==> src/rtl/cdc_sched_pkg.sv <==
// cdc_sched_pkg: shared state encoding and width helper for the CDC event scheduler
package cdc_sched_pkg;
  typedef enum logic [1:0] {IDLE, ISSUE, WAIT_ACK, GAP} sched_state_e;
  function automatic int width_for(input int n);
    return (n <= 2) ? 1 : $clog2(n);
  endfunction
endpackage

==> src/rtl/round_robin_arbiter.sv <==
// round_robin_arbiter: combinational winner search starting just after the last grant
module round_robin_arbiter
  import cdc_sched_pkg::*;
#(
  parameter int N  = 4,
  parameter int IW = width_for(N)
) (
  input  logic [N-1:0]  req_i,
  input  logic [IW-1:0] last_i,
  output logic [IW-1:0] idx_o,
  output logic          valid_o
);
  // walk offsets from farthest to nearest so the nearest requester wins
  always_comb begin
    idx_o   = '0;
    valid_o = 1'b0;
    for (int i = N; i >= 1; i--) begin
      if (req_i[IW'((int'(last_i) + i) % N)]) begin
        idx_o   = IW'((int'(last_i) + i) % N);
        valid_o = 1'b1;
      end
    end
  end
endmodule

==> src/rtl/cdc_event_scheduler.sv <==
// cdc_event_scheduler: shares one pulse synchronizer among several requesters,
// round-robin, with ack/timeout handshake and an enforced idle gap between pulses
module cdc_event_scheduler
  import cdc_sched_pkg::*;
#(
  parameter  int REQUESTERS     = 4,
  parameter  int GAP_CYCLES     = 8,
  parameter  int TIMEOUT_CYCLES = 255,
  localparam int ID_W           = width_for(REQUESTERS)
) (
  input  logic                  clk_i,
  input  logic                  rstn_i,
  input  logic [REQUESTERS-1:0] event_i,
  input  logic                  ack_i,
  output logic                  pulse_o,
  output logic [ID_W-1:0]       event_id_o,
  output logic [REQUESTERS-1:0] pending_o,
  output logic                  busy_o,
  output logic                  timeout_o,
  output logic                  overrun_o
);
  localparam int CNT_MAX = (GAP_CYCLES > TIMEOUT_CYCLES) ? GAP_CYCLES : TIMEOUT_CYCLES;
  localparam int CNT_W   = width_for(CNT_MAX + 1);
  sched_state_e          state_q, state_d;
  logic [REQUESTERS-1:0] pending_q, pending_d, grant_mask;
  logic [ID_W-1:0]       last_grant_q, last_grant_d, event_id_q, event_id_d, win_idx;
  logic [CNT_W-1:0]      cnt_q, cnt_d, cnt_inc;
  logic                  pulse_q, pulse_d, busy_q, busy_d, timeout_q, timeout_d;
  logic                  overrun_q, overrun_d, win_valid;
  round_robin_arbiter #(.N(REQUESTERS), .IW(ID_W)) u_arb (
    .req_i   (pending_q),
    .last_i  (last_grant_q),
    .idx_o   (win_idx),
    .valid_o (win_valid)
  );
  // an event landing on the bit being granted survives the clear
  always_comb begin
    grant_mask   = (state_q == IDLE && win_valid) ? REQUESTERS'(1) << win_idx : '0;
    pending_d    = (pending_q & ~grant_mask) | event_i;
    overrun_d    = |(event_i & pending_q & ~grant_mask);
    cnt_inc      = (cnt_q == CNT_W'(CNT_MAX)) ? cnt_q : cnt_q + 1'b1;
    state_d      = state_q;
    last_grant_d = last_grant_q;
    event_id_d   = event_id_q;
    cnt_d        = '0;
    timeout_d    = 1'b0;
    case (state_q)
      IDLE: if (win_valid) begin
        state_d      = ISSUE;
        event_id_d   = win_idx;
        last_grant_d = win_idx;
      end
      ISSUE: state_d = WAIT_ACK;
      WAIT_ACK: begin
        state_d   = (ack_i || cnt_q == CNT_W'(TIMEOUT_CYCLES - 1)) ? GAP : WAIT_ACK;
        timeout_d = !ack_i && cnt_q == CNT_W'(TIMEOUT_CYCLES - 1);
        cnt_d     = (state_d == GAP) ? '0 : cnt_inc;
      end
      GAP: begin
        state_d = (cnt_q == CNT_W'(GAP_CYCLES - 1)) ? IDLE : GAP;
        cnt_d   = (state_d == IDLE) ? '0 : cnt_inc;
      end
      default: state_d = IDLE;
    endcase
    pulse_d = state_d == ISSUE;
    busy_d  = state_d != IDLE;
  end
  always_ff @(posedge clk_i or negedge rstn_i) begin
    if (!rstn_i) begin
      state_q      <= IDLE;
      pending_q    <= '0;
      last_grant_q <= ID_W'(REQUESTERS - 1);
      event_id_q   <= '0;
      cnt_q        <= '0;
      pulse_q      <= 1'b0;
      busy_q       <= 1'b0;
      timeout_q    <= 1'b0;
      overrun_q    <= 1'b0;
    end else begin
      state_q      <= state_d;
      pending_q    <= pending_d;
      last_grant_q <= last_grant_d;
      event_id_q   <= event_id_d;
      cnt_q        <= cnt_d;
      pulse_q      <= pulse_d;
      busy_q       <= busy_d;
      timeout_q    <= timeout_d;
      overrun_q    <= overrun_d;
    end
  end
  assign pulse_o    = pulse_q;
  assign event_id_o = event_id_q;
  assign pending_o  = pending_q;
  assign busy_o     = busy_q;
  assign timeout_o  = timeout_q;
  assign overrun_o  = overrun_q;
endmodule

==> config.mk <==
export PLATFORM = sky130hd
export DESIGN_NAME = cdc_event_scheduler
export DESIGN_NICKNAME = d
export VERILOG_FILES = /design/src/rtl/cdc_sched_pkg.sv /design/src/rtl/round_robin_arbiter.sv /design/src/rtl/cdc_event_scheduler.sv
export SDC_FILE = /design/constraint.sdc
export NUM_CORES = 1
export LEC_CHECK = 0
export CELL_PAD_IN_SITES_DETAIL_PLACEMENT = 2
export CELL_PAD_IN_SITES_GLOBAL_PLACEMENT = 2
export CORE_UTILIZATION = 40
export CTS_BUF_LIST = sky130_fd_sc_hd__clkbuf_16
export CTS_CLUSTER_DIAMETER = 50
export CTS_CLUSTER_SIZE = 30
export DETAILED_ROUTE_END_ITERATION = 10
export DONT_BUFFER_PORTS = 1
export PLACE_DENSITY_LB_ADDON = 0.25
export SLEW_MARGIN = 20
export SYNTH_ARGS = -nofsm -noshare
export SYNTH_HDL_FRONTEND = slang
export SYNTH_SLANG_ARGS = --single-unit
==> constraint.sdc <==
create_clock -name clk_i -period 5.3 [get_ports clk_i]
set_input_delay 1.06 -clock clk_i [delete_from_list [all_inputs] [get_ports clk_i]]
set_output_delay 1.06 -clock clk_i [all_outputs]
set_load 0.05 [all_outputs]
Yosys cells after proc, flatten, opt, wreduce, memory -nomap -nowiden
Cells that the tools add are included.

word-level totals
  input port bits = 7
  register bits = 22
  word-level logic and storage cells = 71
  output and inout port bits = 10

cells by class
  reduce and logical (&&, ||, !) cells = 9
  bitwise operators = 5
  order comparisons = 4
  shift-type cells = 1
  eq/ne operators = 8
  muxes and demuxes = 30
  $add $sub $neg = 5

operator list
  cell                                                                           count
  8-bit two-way mux                                                              3
  8-bit equality test (second input constant)                                    2
  2-bit by 4-bit less-than comparator with 1-bit output (second input constant)  4
  8-bit case mux with 2 select lines                                             1
  1-bit two-way mux                                                              14
  4-bit AND                                                                      3
  2-bit two-way mux                                                              6
  8-bit by 1-bit adder with 8-bit output (second input constant)                 1
  1-bit binary-select mux with 2-bit select                                      4
  8-bit by 3-bit equality test with 1-bit output (second input constant)         1
  2-bit case mux with 4 select lines                                             1
  2-bit equality test (second input constant)                                    3
  2-bit by 1-bit adder with 2-bit output (second input constant)                 2
  2-bit adder (second input constant)                                            2
  2-bit by 1-bit equality test with 1-bit output (second input constant)         2
  2-bit logical NOT                                                              2
  4-bit two-way mux                                                              1
  4-bit inverter                                                                 1
  4-bit OR                                                                       1
  4-bit OR reduction                                                             1
  1-bit by 2-bit << shifter with 4-bit output (first input constant)             1
  1-bit logical AND                                                              2
  2-bit AND reduction                                                            1
  2-bit nonzero test                                                             1
  2 further kinds                                                                2

Depth between registers and ports, before layout
Gate-level depths: netlist of run 1.

  word-level depth = 13
  gate-level depth with buffers = 6
  depth with buffers taken out = 6

Cells and area by module
A second synthesis of run 1 with hierarchy kept.

second synthesis, totals
  cell total of the unflattened synthesis = 108
  area total of the unflattened synthesis = 1,132.3 sq um

modules (own cells, without submodules)
  module               cells an instance  area each (sq um)  times used  sequential area each (sq um)
  cdc_event_scheduler  94                 1,041.0            1           553.0
  round_robin_arbiter  14                 91.3               1           0.0

Worst setup path after synthesis of run 1
No wires, ideal clock.

  path type = register to register
  start point = register pending_q[1] (netlist: pending_o[1])
  end point = register overrun_q (netlist: overrun_o)
  arrival = 1.923 ns
  setup time = 0.139 ns
  setup slack = 3.239 ns
  stages on the path, launching flop included = 7
  path through = dfrtp_1 buf_6 or3b_1 o311a_1 nor2_2 a21oi_1 or4_1

on the way
  longest elaborated chain between the ends = 12
  elaborated cells between the ends (all ways) = 27

RTL lines
  element                                                                           RTL line                   text
  from (decl)                                                                       cdc_event_scheduler.sv:25  logic [REQUESTERS-1:0] pending_q, pending_d, grant_mask;
  from (signal assigned)                                                            cdc_event_scheduler.sv:81  pending_q <= pending_d;
  1-bit binary-select mux with 2-bit select                                         round_robin_arbiter.sv:18  if (req_i[IW'((int'(last_i) + i) % N)]) begin
  1-bit two-way mux (implied by the code) (2 in series)                             round_robin_arbiter.sv:18
  2-bit two-way mux or 1-bit two-way mux (tied branches) (4 in series)              round_robin_arbiter.sv:18
  1-bit by 2-bit << shifter with 4-bit output or 1-bit logical AND (tied branches)  cdc_event_scheduler.sv:38  grant_mask = (state_q == IDLE && win_valid) ? REQUESTERS'(1) << win_idx : '0;
  4-bit two-way mux                                                                 cdc_event_scheduler.sv:38
  4-bit inverter                                                                    cdc_event_scheduler.sv:40  overrun_d = |(event_i & pending_q & ~grant_mask);
  4-bit AND *                                                                       cdc_event_scheduler.sv:40
  4-bit OR reduction *                                                              cdc_event_scheduler.sv:40
  net overrun_d                                                                     cdc_event_scheduler.sv:29  logic overrun_q, overrun_d, win_valid;
  to (signal assigned)                                                              cdc_event_scheduler.sv:88  overrun_q <= overrun_d;
  to (decl)                                                                         cdc_event_scheduler.sv:29

The timed path passes the listed nets; every way through them passes the cells marked *. The select of a mux whose other input is x is not followed.
A chain may end at the register's enable or synchronous reset.

Worst setup path after layout of run 1
Same ends and word-level chain as after synthesis.

==> results of run 1 <==
==> routing by layer <==
metal	vias to the layer above	part of all wire
met2	11	0.54
met5	-	0
met3	2	0.021
met4	0	0.011
li1	412	-
met1	421	0.42
==> metrics by stage <==
stage | std cells | utilization | setup slack, ns | area (um^2) | hold slack (ns)
after global routing | 150 | 0.4872 | 2.968 | 1240 | 0.4786
after global placement | 146 | 0.4459 | 3.183 | 1135 | 0.4707
after CTS | 150 | 0.4872 | 3.104 | 1240 | 0.4823
after floorplan | 117 | - | 3.239 | 1109 | 0.4519
after detailed placement | 146 | 0.4459 | 3.112 | 1135 | 0.5023
final | 150 | 0.4872 | 3.114 | 1240 | 0.4890
==> critical path: stages (launching register included) <==
cell     delay [ns]
dfrtp_1        0.78
or3b_1         0.41
o311a_1        0.13
nor2_2         0.17
a21oi_1        0.09
or4_1          0.47
==> registers in the layout (all words and copies together), names as in the netlist <==
| signal | cells |
|---|---|
| last_grant_q | 2 |
| pending_o | 4 |
| overrun_o | 1 |
| timeout_o | 1 |
| state_q | 2 |
| event_id_o | 2 |
| cnt_q | 8 |
| busy_o | 1 |
| pulse_o | 1 |
==> how the worst max path moves through the flow <==
stage	slack, ns	end	start	depth (start not counted)
6_report	3.11	overrun_o	pending_o[1]	5
4_1_cts	3.10	overrun_o	pending_o[1]	5
2_1_floorplan	3.24	overrun_o	pending_o[1]	6
3_3_place_gp	3.18	overrun_o	pending_o[1]	5
5_1_grt	2.97	overrun_o	pending_o[1]	5
3_5_place_dp	3.11	overrun_o	pending_o[1]	5
==> final cells by class <==
| cell class | count | area share |
|---|---|---|
| clock buffers | 3 | 0.06054 |
| well taps | 30 | 0.03027 |
| flip-flops and latches | 22 | 0.4460 |
| multi-input cells | 87 | 0.4178 |
| inverters | 7 | 0.02119 |
| clock inverters | 1 | 0.02422 |
==> power by group through the flow <==
stage                     registers, mW  logic, mW  clock network (mW)
final                             0.292      0.156               0.212
after floorplan                   0.280      0.122                   0
after global placement            0.291      0.142                   0
after detailed placement          0.295      0.157                   0
after global routing              0.300      0.179               0.222
after CTS                         0.293      0.159               0.218
==> kinds of logic (layout without fill, tap and decap cells) <==
family	Yosys count	after routing
flops	22	22
xor+xnor	3	3
compound gates	28	28
fa+ha+maj	2	2
buf+inv	8	11
simple gates	54	54
==> synthesized netlist by cell type, types with 2 or more instances <==
cell / instances / share of area
o21ai_1: 4 / 0.018
a211oi_1: 3 / 0.020
ha_1: 2 / 0.023
inv_1: 7 / 0.024
nand3_1: 7 / 0.032
nand2_1: 14 / 0.047
dfrtp_1: 20 / 0.45
nor2_1: 12 / 0.041
a21oi_1: 8 / 0.036
and3_1: 4 / 0.023
nor3_1: 3 / 0.014
nor2_2: 2 / 0.011
or2_1: 2 / 0.011
xor2_1: 2 / 0.016
o21ai_0: 3 / 0.014
nor3b_1: 2 / 0.014
nor2b_1: 3 / 0.017
a21o_1: 6 / 0.041
dfstp_2: 2 / 0.047
==> results_dict.tcl, run 1 <==
set metrics [dict create \
    grt_pass1_vias 919 \
    critPathCaptureType "register" \
    cts_hold_buffers 0 \
    antenna_found_initial 0 \
    nFillCells 267 \
    wl_mm 2.717 \
    fin_worst_skew_ns 0.006205 \
    synth_compound_area_frac 0.1761 \
    multi_input_area_um2 518.0 \
    globalRouteOverflowTotal 0 \
    reg2reg_slack_ns 3.11 \
    switching_share 0.3545 \
    dieArea_um2 2986 \
    cts_buffers 3 \
    status "complete, no violations" \
    ir_drop_mv 0.2812 \
    r2r-end "overrun_o" \
    clock_sinks 22 \
    synthAdderAreaFrac 0.02257 \
    die_y_um 54.65 \
    clock.fmax_mhz 457.4 \
    cp_max_fo 9 \
    htreeDepth 1 \
    power_frac_seq 0.442 \
    startpoint_type "register" \
    start_util 0.4356 \
    place_congestion 0.7434 \
    antenna_violating_nets_post_route 0 \
    grt_max_degree 23 \
    power_leakage_nw 0.5284 \
    layout_min_cycle_time_ns 2.186 \
    critPathKind "register to register" \
    min_path_type "primary input to asynchronous set/reset pin" \
    synthCells 117 \
    n_antenna_cell 0 \
    cts_tree "built" \
    required_ns 5.42 \
    use_met1 0.2457 \
    die_w_um 54.65 \
    synth_seq_cells 22 \
    dp_hpwl_mm 1.962 \
    grtUsageMet3 0.05833 \
    wl_per_cell_um 18.11 \
    clk_pin_slew_worst_paths_ns 0.06 \
    drv_slew 0 \
    period_share 0.4125 \
    final_common_cell "dfrtp_1" \
    synth.distinct_cells 30 \
    ys_warn_count 0 \
    drv_cap 0 \
    synth_nets 126 \
    tightestPinTransition_ns 0.7519 \
    clk_latency_ns 0.26 \
    synth_edf_count 0 \
    grt_setup_unrepaired "no" \
    fin_tns_setup_ns 0 \
    comb_power_share 0.236 \
    cts.root.buffer_cell "clkbuf_16" \
    use_met2 0.3916 \
    netSwitchingPower_mw 0.2339 \
    clkPwrFrac 0.322 \
    reg2reg_from "pending_o[1]" \
    drive_above_1_share 0.08333 \
    seq_area_frac_synth 0.4989 \
    synthSimpleGateAreaFrac 0.2449 \
    nNetsFinal 130 \
    synthArstFlopShare 1.000 \
    intPower_mw 0.4259 \
    grt_pass1_wl_mm 4.450 \
    setup_violations 0 \
    cts_buffer_depth 2 \
    drt_iter0_drc 1 \
    cts_resized 0 \
    regArea_um2 553.0 \
    postCtsSetupBuffers 0 \
    slew_headroom 0.4987 \
    synthesis.area_um2 1109 \
    synth-xor-area-share 0.02370 \
    grt-busiest-layer "met2" \
    crit_arrival_ns 2.31 \
    ys.flop_type "dfrtp_1" \
    fin_total_pwr_mw 0.6598 \
    pin_count 17 \
    drc 0 \
    syn_area_per_cell_um2 9.475 \
    layout_common_cells "dfrtp_1, nand2_1, nor2_1" \
    synth_top_family_by_area "simple AND/OR/NAND/NOR gates" \
    rows 18 \
    dr.pass1.iters 2 \
    finalHoldViolCount 0 \
    r2r_cells 5 \
    grt_use_total 0.2260 \
    core_area_um2 2545 \
    area_growth_pct 11.85 \
    synth_mux_area_frac 0 \
    viasPerCell 5.640 \
    power_density_nw_per_um2 532.1 \
    vias 846 \
    portBuffers 0 \
]
No activity file was read; power rests on OpenSTA's default activity.
==> run 2, diff against run 1 <==
--- a/config.mk
+++ b/config.mk
@@ -5,9 +5,10 @@
 export SDC_FILE = /design/constraint.sdc
 export NUM_CORES = 1
 export LEC_CHECK = 0
+export ABC_AREA = 1
 export CELL_PAD_IN_SITES_DETAIL_PLACEMENT = 2
 export CELL_PAD_IN_SITES_GLOBAL_PLACEMENT = 2
-export CORE_UTILIZATION = 40
+export CORE_UTILIZATION = 35
 export CTS_BUF_LIST = sky130_fd_sc_hd__clkbuf_16
 export CTS_CLUSTER_DIAMETER = 50
 export CTS_CLUSTER_SIZE = 30
==> constraint.sdc (replaced) <==
create_clock -name clk_i -period 2.1 [get_ports clk_i]
set_input_delay 0.42 -clock clk_i [delete_from_list [all_inputs] [get_ports clk_i]]
set_output_delay 0.42 -clock clk_i [all_outputs]
set_load 0.05 [all_outputs]
==> run 2 against run 1 <==
Sequential power rose to 2.8 times the previous value. Final cell count up 56%. Count of clock-buffer cells in the layout unchanged. Wire length up 29%. Clock skew down 0.0047 ns. Clock power up 95%. Utilization down 7.9 points. Area after synthesis up 20%. Non-clock buffer count up 5. Critical endpoint is now cnt_q[0].
==> results_dict.tcl, run 2 <==
set metrics [dict create \
    critPathKind "register to register" \
    startpoint_type "register" \
    clock_sinks 22 \
    required_ns 2.24 \
    seq_area_frac_synth 0.4150 \
    drt_iter0_drc 29 \
    synth_seq_cells 22 \
    viasPerCell 4.910 \
    drive_above_1_share 0.1774 \
    ys.flop_type "dfrtp_1" \
    synth_mux_area_frac 0 \
    drv_cap 0 \
    globalRouteOverflowTotal 0 \
    crit_arrival_ns 1.95 \
    cpPeakStageDelay_ns 0.40 \
    synth_top_area_frac 0.3756 \
    final_area_um2 1495 \
    status "complete, no violations" \
    cts_resized 0 \
    fin_worst_skew_ns 0.001525 \
    synth_top_area_cell "dfrtp_1" \
    path_cells "ha_1, inv_1, nor4_1, nor2_1, inv_1, nand2_1, inv_1, nor3_1" \
    largest_reg_flops 8 \
    cts.root.buffer_cell "clkbuf_16" \
    synthTopCellsByArea "dfrtp_1, nand2_1, inv_1" \
    synthArstFlopShare 1.000 \
    multi_input_area_um2 621.8 \
    synthTopCellsByCount "nand2_1, inv_1, dfrtp_1, nand2_2, nor2_1" \
    die_y_um 63.70 \
    power_density_nw_per_um2 1609 \
    antenna_found_initial 0 \
    dieArea_um2 4058 \
    grt_pass1_vias 1310 \
    synth_top_family_by_area "simple AND/OR/NAND/NOR gates" \
    tightestPinTransition_ns 0.5052 \
    clk_latency_ns 0.26 \
    layout_common_cells "nand2_1, inv_1, dfrtp_1" \
    wl_per_cell_um 14.97 \
    dpl_cell_area_um2 1411 \
    cts_tree "built" \
    wl_mm 3.502 \
    final_common_cell "nand2_1" \
    synth-xor-area-share 0.01972 \
    cp_max_fo 6 \
    synthesis.area_um2 1333 \
    vias 1149 \
    synthAdderAreaFrac 0.01878 \
    drv_slew 0 \
    setup_violations 0 \
    cts_buffer_depth 2 \
    synth_nets 187 \
    start_util 0.3640 \
    power_leakage_nw 0.8114 \
    slew_headroom 0.6632 \
    grt_max_degree 23 \
    synth_edf_count 0 \
    syn_area_per_cell_um2 7.486 \
    htreeDepth 1 \
    area_growth_pct 12.21 \
    slowest_stage "nor4_1" \
    synth_compound_area_frac 0.08075 \
    grt_setup_unrepaired "no" \
    dr.pass1.iters 4 \
    nNetsFinal 196 \
    grt_use_total 0.1998 \
    synthCells 178 \
    cts_buffers 3 \
    clk_pin_slew_worst_paths_ns 0.06 \
    antenna_violating_nets_post_route 0 \
    critPathCaptureType "register" \
    ir_drop_mv 0.4951 \
    place_congestion 0.8231 \
    synthSimpleGateAreaFrac 0.3474 \
    dp_hpwl_mm 2.834 \
    core_area_um2 3661 \
    cpMostUsedCell "inv_1" \
    synth.distinct_cells 26 \
    clock.fmax_mhz 551.5 \
    fin_tns_setup_ns 0 \
    period_share 0.8634 \
    grt_pass1_wl_mm 6.175 \
    yosysMostFrequentCell "nand2_1" \
    top_register "cnt_q" \
    n_antenna_cell 0 \
    regArea_um2 553.0 \
    ys_warn_count 0 \
    layout_min_cycle_time_ns 1.813 \
    min_path_type "primary input to asynchronous set/reset pin" \
    pin_count 17 \
    portBuffers 0 \
    die_w_um 63.70 \
    drc 0 \
    rows 22 \
    nFillCells 434 \
    finalHoldViolCount 0 \
]
==> run 2: area by class of cell <==
type,count,area share
timing repair buffer,5,0.02343
inverter,37,0.09791
multi-input combinational,118,0.4159
tap,48,0.04017
clock inverter,1,0.002510
sequential,22,0.3699
clock buffer,3,0.05021
==> run 2: critical path, delay by kind of cell (launching register included) <==
kind | cells | cell delay (ns)
buf+inv | 3 | 0.40
flops | 1 | 0.39
fa+ha+maj | 1 | 0.19
simple gates | 4 | 0.70
==> run 2: where the power goes <==
group	leakage, nW	switching, mW	internal, mW	total (mW)
sequential	0.260	0.264	0.556	0.820
clock	0.0385	0.159	0.255	0.413
combinational	0.512	0.813	0.360	1.17
==> run 2: routing by layer <==
layer	vias up	GRT usage	share of wire
met1	562	0.2494	0.47
met5	-	0	0
met4	0	0.05114	0.011
met3	5	0.03623	0.027
met2	16	0.3497	0.49
li1	566	-	-
==> run 2: logic make-up after synthesis <==
family | after synthesis
compound gates | 16
simple gates | 97
xor+xnor | 3
buf+inv | 38
fa+ha+maj | 2
flops | 22
==> run 2: path summary, 6_finish.rpt <==
kind | startpoint | to | slack [ns] | cells after the start
worst max-delay path | cnt_q[1] | cnt_q[0] | 0.29 | 8
worst min-delay path | rstn_i | cnt_q[6] | 0.12 | 1
worst max register to register | cnt_q[1] | cnt_q[0] | 0.29 | 8
worst min register to register | state_q[0] | timeout_o | 0.51 | 1
max in group asynchronous | rstn_i | last_grant_q[0] | 1.61 | 1
min in group clk_i | ack_i | timeout_o | 0.23 | 1
==> run 2: timing repair <==
action / CTS / global route
hold buffers: 1 / 0
hold endpoints to repair: 22 / 0
buffers inserted: 0 / 0
==> run 2: stage by stage <==
step           hold WS (ns)  utilization  power [mW]  instances  setup slack, ns
4_1_cts              0.2191       0.4098       2.449        234           0.2560
6_report             0.1241       0.4084       2.406        234           0.2868
5_1_grt              0.1594       0.4084       2.611        234          0.05105
2_1_floorplan        0.1244            -       1.715        178           0.4071
3_5_place_dp         0.1249       0.3855       1.997        229           0.2732
3_3_place_gp         0.1249       0.3855       1.924        229           0.3605
